==> config.mk <==
export PLATFORM = sky130hd
export DESIGN_NAME = branch_cmp_unit
export DESIGN_NICKNAME = d
export VERILOG_FILES = /design/src/rtl/branch_pkg.sv /design/src/rtl/chunk_cmp.sv /design/src/rtl/branch_cmp_unit.sv
export SDC_FILE = /design/constraint.sdc
export NUM_CORES = 1
export LEC_CHECK = 0
export CORE_MARGIN = 2
export CORE_UTILIZATION = 46
export CTS_BUF_LIST = sky130_fd_sc_hd__clkbuf_8
export DETAILED_ROUTE_END_ITERATION = 6
export PLACE_DENSITY_LB_ADDON = 0.15
export SETUP_SLACK_MARGIN = 0.15
export SLEW_MARGIN = 20
export SYNTH_ARGS = -nofsm -noshare
export SYNTH_HDL_FRONTEND = slang
export SYNTH_SLANG_ARGS = --single-unit
==> constraint.sdc <==
create_clock -name i_clk -period 2.3 [get_ports i_clk]
set_clock_uncertainty 0.05 [all_clocks]
set_input_delay 0.46 -clock i_clk [delete_from_list [all_inputs] [get_ports i_clk]]
set_output_delay 0.46 -clock i_clk [all_outputs]
set_load 0.01 [all_outputs]
==> src/rtl/branch_pkg.sv <==
// Shared definitions for the multi-cycle branch comparator: funct3 codes,
// FSM state encoding and the taken-decision helper.
package branch_pkg;

  localparam logic [2:0] BR_BEQ  = 3'b000;
  localparam logic [2:0] BR_BNE  = 3'b001;
  localparam logic [2:0] BR_BLT  = 3'b100;
  localparam logic [2:0] BR_BGE  = 3'b101;
  localparam logic [2:0] BR_BLTU = 3'b110;
  localparam logic [2:0] BR_BGEU = 3'b111;

  typedef enum logic [1:0] {
    ST_IDLE = 2'd0,
    ST_BUSY = 2'd1,
    ST_DONE = 2'd2
  } state_t;

  function automatic logic f3_illegal(input logic [2:0] f3);
    return f3[2:1] == 2'b01;
  endfunction

  function automatic logic f3_signed(input logic [2:0] f3);
    return f3[2:1] == 2'b10;
  endfunction

  // For legal codes lt/eq/gt are one-hot, so gt|eq reduces to !lt.
  function automatic logic br_taken(input logic [2:0] f3, input logic lt, input logic eq);
    case (f3)
      BR_BEQ:           return eq;
      BR_BNE:           return !eq;
      BR_BLT, BR_BLTU:  return lt;
      BR_BGE, BR_BGEU:  return !lt;
      default:          return 1'b0;
    endcase
  endfunction

endpackage

==> src/rtl/chunk_cmp.sv <==
// Combinational CHUNK-bit magnitude compare; flipping the top bit of both
// operands turns an unsigned compare into a two's-complement one.
module chunk_cmp #(
  parameter int CHUNK = 8
) (
  input  logic [CHUNK-1:0] a,
  input  logic [CHUNK-1:0] b,
  input  logic             is_signed,
  output logic             lt,
  output logic             eq
);

  logic [CHUNK-1:0] a_x;
  logic [CHUNK-1:0] b_x;

  always_comb begin
    a_x = a;
    b_x = b;
    a_x[CHUNK-1] = a[CHUNK-1] ^ is_signed;
    b_x[CHUNK-1] = b[CHUNK-1] ^ is_signed;
  end

  assign lt = a_x < b_x;
  assign eq = a == b;

endmodule

==> src/rtl/branch_cmp_unit.sv <==
// Multi-cycle branch comparator: walks the operands CHUNK bits per cycle,
// MSB chunk first, and reports taken plus lt/eq/gt for the branch funct3.
module branch_cmp_unit
  import branch_pkg::*;
#(
  parameter int WIDTH      = 32,
  parameter int CHUNK      = 8,
  parameter bit EARLY_EXIT = 1'b1
) (
  input  logic             i_clk,
  input  logic             i_rst,
  input  logic             i_flush,
  input  logic             i_valid,
  output logic             o_ready,
  input  logic [WIDTH-1:0] i_op_a,
  input  logic [WIDTH-1:0] i_op_b,
  input  logic [2:0]       i_funct3,
  output logic             o_valid,
  input  logic             i_ready,
  output logic             o_taken,
  output logic             o_lt,
  output logic             o_eq,
  output logic             o_gt,
  output logic             o_illegal,
  output state_t           o_state
);

  localparam int N  = WIDTH / CHUNK;
  localparam int KW = (N > 1) ? $clog2(N) : 1;
  localparam logic [KW-1:0] K_TOP = KW'(N - 1);

  // Handshakes: a transfer happens on a rising edge where valid and ready are
  // both high. o_ready depends on state only; o_valid holds until i_ready.
  state_t state_q, state_d;

  logic [WIDTH-1:0] a_q, b_q;
  logic [2:0]       f3_q;
  logic             sgn_q, ill_q, lt_q, gt_q;
  logic [KW-1:0]    k_q;

  logic [CHUNK-1:0] chunk_a, chunk_b;
  logic             c_lt, c_eq, c_sgn;
  logic             accept;

  assign chunk_a = a_q[k_q*CHUNK +: CHUNK];
  assign chunk_b = b_q[k_q*CHUNK +: CHUNK];
  assign c_sgn   = sgn_q && (k_q == K_TOP);
  assign accept  = (state_q == ST_IDLE) && i_valid && !i_flush;

  chunk_cmp #(.CHUNK(CHUNK)) u_chunk_cmp (
    .a         (chunk_a),
    .b         (chunk_b),
    .is_signed (c_sgn),
    .lt        (c_lt),
    .eq        (c_eq)
  );

  always_ff @(posedge i_clk) begin
    if (i_rst) state_q <= ST_IDLE;
    else       state_q <= state_d;
  end

  always_comb begin
    state_d = state_q;
    case (state_q)
      ST_IDLE: if (i_valid) state_d = f3_illegal(i_funct3) ? ST_DONE : ST_BUSY;
      ST_BUSY: if ((EARLY_EXIT && !c_eq) || (k_q == '0)) state_d = ST_DONE;
      ST_DONE: if (i_ready) state_d = ST_IDLE;
      default: state_d = ST_IDLE;
    endcase
    if (i_flush) state_d = ST_IDLE;
  end

  always_ff @(posedge i_clk) begin
    if (i_rst) begin
      a_q   <= '0;
      b_q   <= '0;
      f3_q  <= '0;
      sgn_q <= 1'b0;
      ill_q <= 1'b0;
      lt_q  <= 1'b0;
      gt_q  <= 1'b0;
      k_q   <= '0;
    end else if (accept) begin
      a_q   <= i_op_a;
      b_q   <= i_op_b;
      f3_q  <= i_funct3;
      sgn_q <= f3_signed(i_funct3);
      ill_q <= f3_illegal(i_funct3);
      lt_q  <= 1'b0;
      gt_q  <= 1'b0;
      k_q   <= K_TOP;
    end else if ((state_q == ST_BUSY) && !i_flush) begin
      // Only the most significant difference decides the result.
      if (!c_eq && !lt_q && !gt_q) begin
        lt_q <= c_lt;
        gt_q <= !c_lt;
      end
      if (k_q != '0) k_q <= k_q - 1'b1;
    end
  end

  always_comb begin
    o_ready   = (state_q == ST_IDLE) && !i_rst;
    o_valid   = (state_q == ST_DONE);
    o_illegal = o_valid && ill_q;
    o_lt      = o_valid && !ill_q && lt_q;
    o_gt      = o_valid && !ill_q && gt_q;
    o_eq      = o_valid && !ill_q && !lt_q && !gt_q;
    o_taken   = o_valid && !ill_q && br_taken(f3_q, lt_q, !lt_q && !gt_q);
    o_state   = state_q;
  end

endmodule

* Yosys cells after proc, flatten, opt, wreduce, memory -nomap -nowiden
Index checks and enable logic that the tools add are counted.
** Operators by class
- $add $sub $neg :: 1
- Order comparisons :: 1
- Equality and inequality tests :: 14
- Shift operators :: 2
- Mux-type cells :: 9
- Bitwise operators :: 2
- Reductions and logical operators :: 37
** Operators with widths (count)
- $shiftx 32x6->8 :: 2
- $logic_and 1x1->1 :: 15
- $mux 2 :: 7
- $eq 3x3->1 const B :: 4
- $eq 8x8->1 :: 1
- $logic_not 1->1 :: 8
- $lt 8x8->1 :: 1
- $reduce_or 2->1 :: 4
- $eq 2x2->1 const B :: 3
- $pmux 2 s3 :: 1
- $reduce_bool 2->1 :: 3
- $eq 2x1->1 const B :: 2
- $logic_not 2->1 :: 2
- $ne 2x2->1 const B :: 2
- $pmux 1 s4 :: 1
- $reduce_and 2->1 :: 2
- $eq 3x1->1 const B :: 1
- $logic_not 3->1 :: 1
- $reduce_and 3->1 :: 1
- $ne 2x1->1 const B :: 1
- $sub 2x1->2 const B :: 1
- $xor 1x1->1 :: 2
- $logic_or 1x1->1 :: 1
** Storage, ports and cells
- Flip-flop bits (word level) :: 75
- Input bits :: 72
- Output and inout port bits :: 9
- Word-level logic and storage cells :: 75

* Logic depth before layout (Yosys ltp)
Gate-level depths: netlist of run 1.
- Depth in word-level cells :: 6
- Gate-level depth with buffers :: 10
- Depth with buffers taken out :: 8

* By module
From an unflattened synthesis of run 1, not the netlist that was laid out.
** Second synthesis, totals
- Cells, all modules :: 408
- Area, all modules :: 3492.1 µm²
** By module, submodules not included
- branch_cmp_unit :: instances 1, cells each 375, area each 3271.9 µm², seq. area each 1501.4 µm²
- chunk_cmp :: instances 1, cells each 33, area each 220.2 µm², seq. area each 0.0 µm²

* Worst setup path after synthesis of run 1
No wires, ideal clock.
- Path kind :: register to register
- Start point :: reg k_q[0]
- End point :: reg lt_q
- Setup time :: 0.069 ns
- Arrival :: 2.454 ns
- Required time :: 2.181 ns
- Setup slack :: -0.273 ns
- Stages on the path, launching flop included :: 10
- Buffers on the path :: 2
- Clock period less this slack :: 2.573 ns
- Path through :: dfxtp_1 -> buf_6 -> buf_2 -> mux4_2 -> ha_1 -> nand4_1 -> o21bai_1 -> a21oi_1 -> or4_1 -> o21ai_1
** Between the ends
- Word-level cells in the longest chain between the ends :: 6
- Elaborated cells on any way between the ends :: 12
- Classes of those cells :: order compare: 1; eq/ne: 2; shift: 2; bitwise: 2; reduce/logical: 5
** RTL lines
- start, declared :: line branch_cmp_unit.sv:39 : logic [KW-1:0] k_q;
- start signal, assigned :: line branch_cmp_unit.sv:99 : if (k_q != '0) k_q <= k_q - 1'b1;
- branches (longest 6 deep; another with $lt 8x8->1)
- end signal, assigned :: line branch_cmp_unit.sv:96 : lt_q <= c_lt;
- end, declared :: line branch_cmp_unit.sv:38 : logic sgn_q, ill_q, lt_q, gt_q;
Several ways; the timed one is not identified.
A chain may end at the register's enable or synchronous reset.

* Worst setup path in the final report of run 1
Same ends and word-level chain as after synthesis.

==> reports/results.txt, run 1 <==
Hold path cells = 2
Post-Synth Simple-Gate Area = 0.216
Mapped cell area = 0.00339 sq mm
Clock power share = 0.321
Crit path required time = 2.52 ns
Final-stage net count = 569
Fraction of layout cells with a size suffix above 1 = 0.154
Gate power share = 0.200
Routed wire per std cell = 13.5 microns
Worst r2r dst = lt_q
Most frequent cell after synthesis = nand2_1
Post-Synthesis Cells = 405
Htree depth = 3
Hold Slack = 0.403 ns
Worst Hold Endpoint = b_q[23]
Via Count = 3013
Global route total overflow = 0
Setup CP Type = register to register
# diodes = 0
Rel. slew slack = 0.509
Unrepaired setup endpoints after global routing = true
VDD IR max = 340 uV
Switching Share = 0.269
Min cycle time layout = 2.45 ns
Initial Utilization = 0.472
Post-synthesis mux area share = 0.115
Worst r2r src = k_q[0]
Critical Path Sink Type = register
Final worst setup slack = -0.151 ns
Critical path cell sequence = buf_12 -> mux4_2 -> inv_2 -> ha_4 -> a21oi_2 -> nor2_1 -> o21a_1 -> or4_1 -> o21ai_1
Hold Violations, Final = 0
Detailed Route Iter0 Violations = 128
R2r setup slk = -0.15 ns
Worst-Skew Late Latency = 0.35 ns
HP Start = b_q[23]
Top FF cell, synth = dfxtp_1
Final setup vio count = 1
Sequential power share = 0.478
Sequential fraction of the synthesis area = 0.443
Largest net degree at the start of global routing = 74
Failing checks = setup timing
Fillcell total = 593
Synthesized Nets = 487
Post-DRT Antenna Nets = 0
Vias in the first global route = 2869
Max-cap violations = 0
Avg Vias per Cell = 5.10
Clock buffer depth = 2
CTS Buf Count = 9
Hold Buf Count CTS = 0
Top cells by count, synth = nand2_1, a21oi_1, dfxtp_1, clkbuf_1, mux4_2
Area grow syn2layout = 38.8%
Synth Area in Adders = 0.0370
Least-Margin Pin Slew = 0.736 ns
Wire length of the first global-routing pass = 13.4 mm
Final period util = 1.07
IO buf count = 80
Largest area contributor in the netlist = dfxtp_1
Post-Route WL = 7.98 mm
Initial antenna violation count = 0
Post-route DRC = 0
Cells on worst reg2reg path = 9
Synth Area in Compound Gates = 0.130
Netlist cell types = 37
GPL Wtd Cong = 0.757
Crit-path max FO = 5
Maximum clock frequency = 0.408 GHz
Top post-synthesis cells by area = dfxtp_1, nand2_1, a21oi_1
Largest family of logic cells by synthesized area = simple AND/OR/NAND/NOR gates
Min-Delay Path Class = register to register
Outcome = finished with violations
Asr flop ratio synth = 0
Int Pwr = 2.15 mW
Clock sink total = 75
CP max stage delay = 0.51 ns
CTS tree = yes
Detailed placement HPWL = 5.48 mm
Synth warn = 0
Worst path arrival time = 2.67 ns
Die width = 89.8 microns
Crit path launch type = register
Critical-path top delay cell = mux4_2
Root buf cell = clkbuf_8
Pleak = 1.78 nW
Num rows = 31
Xor/xnor share of the synthesized area = 0.0103
Total GRT Usage = 0.203
Io pins = 81
Die Footprint = 0.00806 sq mm
Number of flops mapped to enable cells by yosys = 0
Synthesis-stage register bit count = 75
DRT Pass-1 Iters = 4
PD cells = 625 mW/mm^2
Synth top area share = 0.443
Fin. max-slew vios = 0
Tot Pwr = 2.94 mW
Core Region = 0.00718 sq mm
Sw Pwr = 791 uW
Reg clk slew, reported paths = 0.08 ns
Synth Area per Inst = 8.36 sq um
Die H = 89.8 microns
Place WS = -0.136 ns
worst max-delay path by stage:
stage	startpoint	endpoint	slack, ns	cells past startpoint
finish	k_q[0]	lt_q	-0.15	9
global placement	k_q[0]	lt_q	-0.06	9
global route	k_q[0]	lt_q	-0.20	9
floorplan	k_q[0]	lt_q	-0.06	10
CTS	k_q[0]	lt_q	-0.07	8
detailed placement	k_q[0]	lt_q	-0.14	8
through the flow:
stage	instances	util	area (sq um)	setup TNS, ns
6_report	591	0.655	4700	-0.151
3_5_place_dp	571	0.613	4400	-0.136
4_1_cts	588	0.641	4600	-0.0705
3_3_place_gp	571	0.613	4400	-0.0569
5_1_grt	591	0.655	4700	-0.236
2_1_floorplan	405	-	3450	-0.0626
placed cells by master (no fill, tap or decap), types with 2 or more instances in the layout:
cell	Yosys	layout
dfxtp_2	0	2
a21oi_1	75	72
dlygate4sd2_1	0	2
inv_6	0	2
ha_4	0	5
and2_1	3	3
xor2_1	2	2
inv_1	10	6
nor2_1	9	9
nand2b_1	2	2
clkinvlp_4	0	2
o21ai_0	3	3
inv_2	0	5
dfxtp_1	75	72
clkdlybuf4s50_1	0	74
xnor2_1	2	2
a21oi_2	0	3
nand2_1	143	143
ha_1	10	5
mux4_2	11	15
nor2b_1	3	2
buf_12	0	3
buf_4	0	15
nor3_1	4	4
dlymetal6s2s_1	0	3
clkbuf_8	0	11
cells by family after synthesis:
group	Yosys count
simple gates	175
xor+xnor	4
flops	75
compound gates	85
buf+inv	39
mux	17
fa+ha+maj	10
state kept, by name (all words and copies together), names as in the netlist:
signal,count
a_q,32
b_q,32
f3_q,3
k_q,2
o_state,2
gt_q,1
ill_q,1
lt_q,1
sgn_q,1
per-layer routing:
metal | share of wire | GRT usage
met1 | 0.46 | 0.277
met2 | 0.47 | 0.316
met3 | 0.056 | 0.0545
met4 | 0.018 | 0.0679
met5 | 0 | 0
power by group through the flow:
stage	logic, mW	clock network [mW]	registers, mW
floorplan	0.300	0	1.41
global placement	0.503	0	1.43
detailed placement	0.514	0	1.43
CTS	0.532	0.959	1.40
global route	0.643	1.01	1.41
finish	0.588	0.944	1.40
layout make-up:
cell class / count / area [sq um] / area share
clock buffers: 11 / 151 / 0.0322
clock inverters: 5 / 36.3 / 0.00772
inverters: 10 / 37.5 / 0.00799
multi-input cells: 291 / 1840 / 0.392
flip-flops and latches: 75 / 1510 / 0.321
well taps: 99 / 124 / 0.0264
repair buffers: 100 / 1000 / 0.213
timing repair:
action                                  CTS  global route
endpoints found under the setup margin    6             7
gates resized for setup                  14            16
pin swaps                                 5             6
setup buffers                             1             3
worst max-delay path: cells and delay by family (launching register included):
kind | cells | cell delay, ns
AO/OA/AOI/OAI | 3 | 0.44
adder cells (fa/ha/maj) | 1 | 0.21
buffers and inverters | 2 | 0.22
AND/OR/NAND/NOR | 2 | 0.56
multiplexers | 1 | 0.51
flip-flops | 1 | 0.39
Power figures use the tool's default switching activity.
==> inputs of run 2 (changes only) <==
Settings changed: CAP_MARGIN set to 20, CORE_UTILIZATION 46 to 34.
Clock period 2.3 ns to 2.65 ns, I/O delays scaled along.
==> run 2 against run 1 <==
The flow now finishes without violations. Non-clock buffer count is 7 lower. Wire length grew 1.2%. Register-to-register slack improved by 0.36 ns. Clock power increased by 3.7%. Fmax increased by 0.32%. Sequential cell count did not move. Hold slack better by 0.0015 ns. Critical path depth unchanged. Sequential power decreased by 13%. Critical path type unchanged. Highest routed layer unchanged.
==> reports/results.txt, run 2 (same netlist as run 1, synthesis figures left out) <==
Grt met2 use = 0.251
Crit path required time = 2.88 ns
Post-Place Cells = 599
Most common cell after layout, fill and taps aside = nand2_1
Initial Utilization = 0.348
DRT Pass-1 Iters = 4
Setup CP Type = register to register
Worst-Skew Late Latency = 0.35 ns
Worst r2r src = k_q[0]
Avg Vias per Cell = 4.74
Worst path arrival time = 2.67 ns
Detailed Route Iter0 Violations = 100
Via Count = 2930
Area grow syn2layout = 35.0%
Critical-path top delay cell = mux4_2
PD cells = 572 mW/mm^2
Fraction of layout cells with a size suffix above 1 = 0.0990
Die Footprint = 0.0108 sq mm
Grt peak-use layer = met2
Final setup vio count = 0
GR Util met3 = 0.0491
Die width = 104 microns
Setup TNS = 0 ns
Clock buffer depth = 2
Post-route DRC = 0
Post-DRT Antenna Nets = 0
Least-Margin Pin Slew = 0.744 ns
Critical path cell sequence = clkbuf_4 -> mux4_2 -> inv_1 -> ha_1 -> nand4_1 -> o21bai_1 -> a21oi_1 -> or4_1 -> o21ai_1
Pleak = 1.69 nW
Final period util = 0.922
Largest net degree at the start of global routing = 74
Fillcell total = 1002
Initial antenna violation count = 0
Most frequent cells in the layout = nand2_1, clkdlybuf4s50_1, a21oi_1
Global route total overflow = 0
Vias in the first global route = 2828
Root buf cell = clkbuf_8
Min-Delay Path Class = register to register
GPL Wtd Cong = 0.783
Final cell count without fillers = 618
Unrepaired setup endpoints after global routing = true
CP max stage delay = 0.52 ns
Outcome = finished clean
Final-stage net count = 562
Post-Route WL = 8.08 mm
Min cycle time layout = 2.44 ns
Reg clk slew, reported paths = 0.08 ns
Rel. slew slack = 0.504
Global routing met1 resource utilization = 0.203
Total GRT Usage = 0.155
Critical Path Sink Type = register
HP Start = a_q[24]
Htree depth = 3
Critical Path Start = k_q[0]
Die H = 104 microns
IO buf count = 80
Crit-path max FO = 4
Num rows = 36
Wire length of the first global-routing pass = 13.6 mm
Core Region = 0.00973 sq mm
Fin. max-slew vios = 0
Tot Pwr = 2.61 mW
Io pins = 81
Clock sink total = 75
Hold Buf Count CTS = 0
Max-cap violations = 0
Routed wire per std cell = 13.1 microns
Top Registers = a_q (32), b_q (32), f3_q (3)
Maximum clock frequency = 0.409 GHz
CTS Buf Count = 9
CTS tree = yes
Detailed placement HPWL = 5.89 mm
VDD IR max = 214 uV
# diodes = 0
Crit path launch type = register
Hold Violations, Final = 0
## run 2: cell count changes in the layout (fill, tap and decap cells not counted), sizes merged, moves of 2 or more
cell / before / now
clkinv: 0 / 3
dlymetal6s2s: 3 / 1
inv: 13 / 11
bufinv: 0 / 2
buf: 21 / 13
clkdlybuf4s50: 74 / 78
dlygate4sd2: 2 / 0
## run 2: power by group
group | leakage [nW] | switching, mW | internal (mW) | total [mW]
clock | 0.111 | 0.441 | 0.537 | 0.979
sequential | 0.613 | 0.0344 | 1.18 | 1.22
combinational | 0.968 | 0.188 | 0.231 | 0.419
## run 2: layout make-up
class                           count  area (sq um)  share of cell area
Clock buffer                        9           124              0.0271
Clock inverter                      7           101              0.0222
Inverter                           10          37.5             0.00821
Multi-Input combinational cell    291          1730               0.379
Sequential cell                    75          1510               0.329
Tap cell                          133           166              0.0364
Timing Repair Buffer               93           903               0.198
## run 2: routing by layer
metal  vias up  share of wire  wire length, microns
met5         -              0                     0
met4         0          0.011                    88
met3         9          0.055                   443
met2        72           0.47                  3770
met1      1340           0.47                  3770
li1       1509              -                     -
## run 2: worst max-delay path, delay by kind of cell (launching register included)
kind,cells,cell delay [ns]
AOI/OAI and AO/OA,3,0.32
adders and majority gates,1,0.24
buffers and inverters,2,0.27
DFF,1,0.36
muxes,1,0.52
and+or+nand+nor,2,0.59
## run 2: stage by stage
| step | utilization | hold slack [ns] | worst slack (ns) | instance area (sq um) |
|---|---|---|---|---|
| finish | 0.470 | 0.405 | 0.207 | 4570 |
| global route | 0.470 | 0.425 | 0.0848 | 4570 |
| CTS | 0.466 | 0.408 | 0.173 | 4530 |
| detailed placement | 0.443 | 0.397 | 0.203 | 4310 |
| global placement | 0.443 | 0.391 | 0.224 | 4310 |
| floorplan | - | 0.382 | 0.167 | 3390 |
## run 2: final timing paths
check                               end  slack, ns  cells after the start
worst max-delay path               lt_q       0.21                      9
worst max register to register     lt_q       0.21                      9
worst min register to register  a_q[24]       0.40                      2
worst min-delay path            a_q[24]       0.40                      2
## run 2: repair_timing
action | in CTS | in global routing
resized for setup | 1 | 6
endpoints found under the setup margin | 1 | 2
setup buffers | 0 | 2
gates cloned | 0 | 1
==> inputs of run 3 (changes only) <==
Settings changed: CORE_ASPECT_RATIO set to 1.75, CORE_UTILIZATION 34 to 50, SLEW_MARGIN 20 to not set.
==> run 3 against run 2 <==
Cell area down 0.79%. Hold slack improved by 0.0016 ns. Total power shrank 0.26%. Worst setup slack better by 0.034 ns. Sequential power barely moved. Critical path type is now register to output pin.
==> reports/results.txt, run 3 (same netlist as run 1, synthesis figures left out) <==
Final period util = 0.909
Avg Vias per Cell = 5.30
Worst r2r src = k_q[0]
Die H = 113 microns
DRT Pass-1 Iters = 4
Clock sink total = 75
Hold Violations, Final = 0
Fraction of layout cells with a size suffix above 1 = 0.108
Crit path required time = 2.07 ns
Critical Path Sink Type = output pin
CTS tree = yes
Clock buffer depth = 2
Area grow syn2layout = 33.9%
Core Region = 0.00654 sq mm
Total GRT Usage = 0.222
Global route total overflow = 0
Post-Route WL = 7.69 mm
Routed wire per std cell = 13.7 microns
Post-DRT Antenna Nets = 0
Final-stage net count = 559
Cells on worst reg2reg path = 8
Setup TNS = 0 ns
Die width = 66.2 microns
Die Footprint = 0.00747 sq mm
Maximum clock frequency = 0.415 GHz
Critical Path Start = o_state[0]
Top delay family on crit path = buffers and inverters
VDD IR max = 335 uV
Critical path cell sequence = nand2b_1 -> inv_1 -> nand2b_1 -> a211oi_1 -> clkdlybuf4s50_1
Cell depth of the worst setup path = 5
Finished Cell Area = 0.00453 sq mm
Most repeated library cell on the critical path = nand2b_1
Least-Margin Pin Slew = 0.746 ns
Detailed placement HPWL = 5.44 mm
GPL Wtd Cong = 0.778
IO buf count = 80
Fillcell total = 565
Rel. slew slack = 0.503
Most common cell after layout, fill and taps aside = nand2_1
CP max stage delay = 0.57 ns
Root buf cell = clkbuf_8
Worst path arrival time = 1.83 ns
Post-route DRC = 0
Via Count = 2984
Min cycle time layout = 2.41 ns
Critical-path top delay cell = clkdlybuf4s50_1
Reg clk slew, reported paths = 0.07 ns
Core Util, Final = 0.693
Initial Utilization = 0.518
Setup CP Type = register to output pin
Worst-Skew Late Latency = 0.35 ns
Crit-path max FO = 10
Hold Buf Count CTS = 0
Max-cap violations = 0
Area after DPL = 0.00426 sq mm
Crit path launch type = register
Setup crit end = o_taken
Largest net degree at the start of global routing = 74
Initial antenna violation count = 0
PD cells = 575 mW/mm^2
Top Registers = a_q (32), b_q (32), f3_q (3)
Io pins = 81
Htree depth = 3
Outcome = finished clean
Detailed Route Iter0 Violations = 177
Worst r2r dst = lt_q
Wire length of the first global-routing pass = 13.0 mm
Num rows = 39
WP buf/inv = 2
Vias in the first global route = 2891
Unrepaired setup endpoints after global routing = true
# diodes = 0
R2r setup slk = 0.25 ns
CTS Buf Count = 9
Fin. max-slew vios = 0
Final setup vio count = 0
Pleak = 1.65 nW
Min-Delay Path Class = register to register
Most frequent cells in the layout = nand2_1, clkdlybuf4s50_1, a21oi_1
## run 3: cell types whose count changed in the layout (fill, tap and decap cells not counted), moves of 3 or more
cell / before / now
mux4_2: 11 / 14
ha_4: 0 / 3
buf_4: 10 / 5
mux4_1: 5 / 2
ha_1: 10 / 7
## run 3: per-stage QoR
| step | hold slack [ns] | std cells | power (mW) | setup slack (ns) |
|---|---|---|---|---|
| 2_1_floorplan | 0.382 | 405 | 1.48 | 0.167 |
| 3_3_place_gp | 0.392 | 547 | 1.65 | 0.243 |
| 3_5_place_dp | 0.399 | 547 | 1.66 | 0.140 |
| 4_1_cts | 0.409 | 562 | 2.60 | 0.139 |
| 5_1_grt | 0.427 | 563 | 2.71 | 0.136 |
| 6_report | 0.406 | 563 | 2.61 | 0.241 |
## run 3: worst reg2reg max path: cells and delay by family (launching register included)
family / cells / cell delay (ns)
and+or+nand+nor: 2 / 0.57
muxes: 1 / 0.50
DFF: 1 / 0.38
adders and majority gates: 1 / 0.35
AOI/OAI and AO/OA: 3 / 0.35
buffers and inverters: 1 / 0.13
## run 3: how the worst min path moves through the flow
stage                 start       to  slack [ns]  cells past startpoint
finish               b_q[0]   b_q[0]        0.41                      2
global route         b_q[3]   b_q[3]        0.43                      2
CTS                  b_q[3]   b_q[3]        0.41                      2
detailed placement   b_q[3]   b_q[3]        0.40                      2
global placement    a_q[25]  a_q[25]        0.39                      2
floorplan            a_q[8]   a_q[8]        0.38                      2
## run 3: layer usage
metal / track usage / share of wire / vias to the layer above
met4: 0.0898 / 0.022 / 0
met2: 0.395 / 0.53 / 91
met5: 0 / 0 / -
met3: 0.0298 / 0.049 / 13
met1: 0.263 / 0.40 / 1373
li1: - / - / 1507
## run 3: what timing repair did
| action | CTS | global route |
|---|---|---|
| resized for setup | 2 | 14 |
| endpoints found under the setup margin | 3 | 3 |
| cloned | 0 | 0 |
| pin swaps | 0 | 2 |
| setup buffers | 0 | 1 |
## run 3: final cells by class
type,instances,area (sq um),area share
multi-input cells,291,1760,0.388
flip-flops and latches,75,1510,0.334
repair buffers,90,907,0.200
clock buffers,10,138,0.0304
well taps,82,103,0.0226
clock inverters,5,77.6,0.0171
inverters,10,37.5,0.00828
## run 3: power by group
| group | total, mW | internal (mW) | switching [mW] |
|---|---|---|---|
| Combinational | 0.434 | 0.244 | 0.190 |
| Sequential | 1.22 | 1.18 | 0.0381 |
| Clock | 0.954 | 0.547 | 0.407 |
| Total | 2.61 | 1.97 | 0.635 |
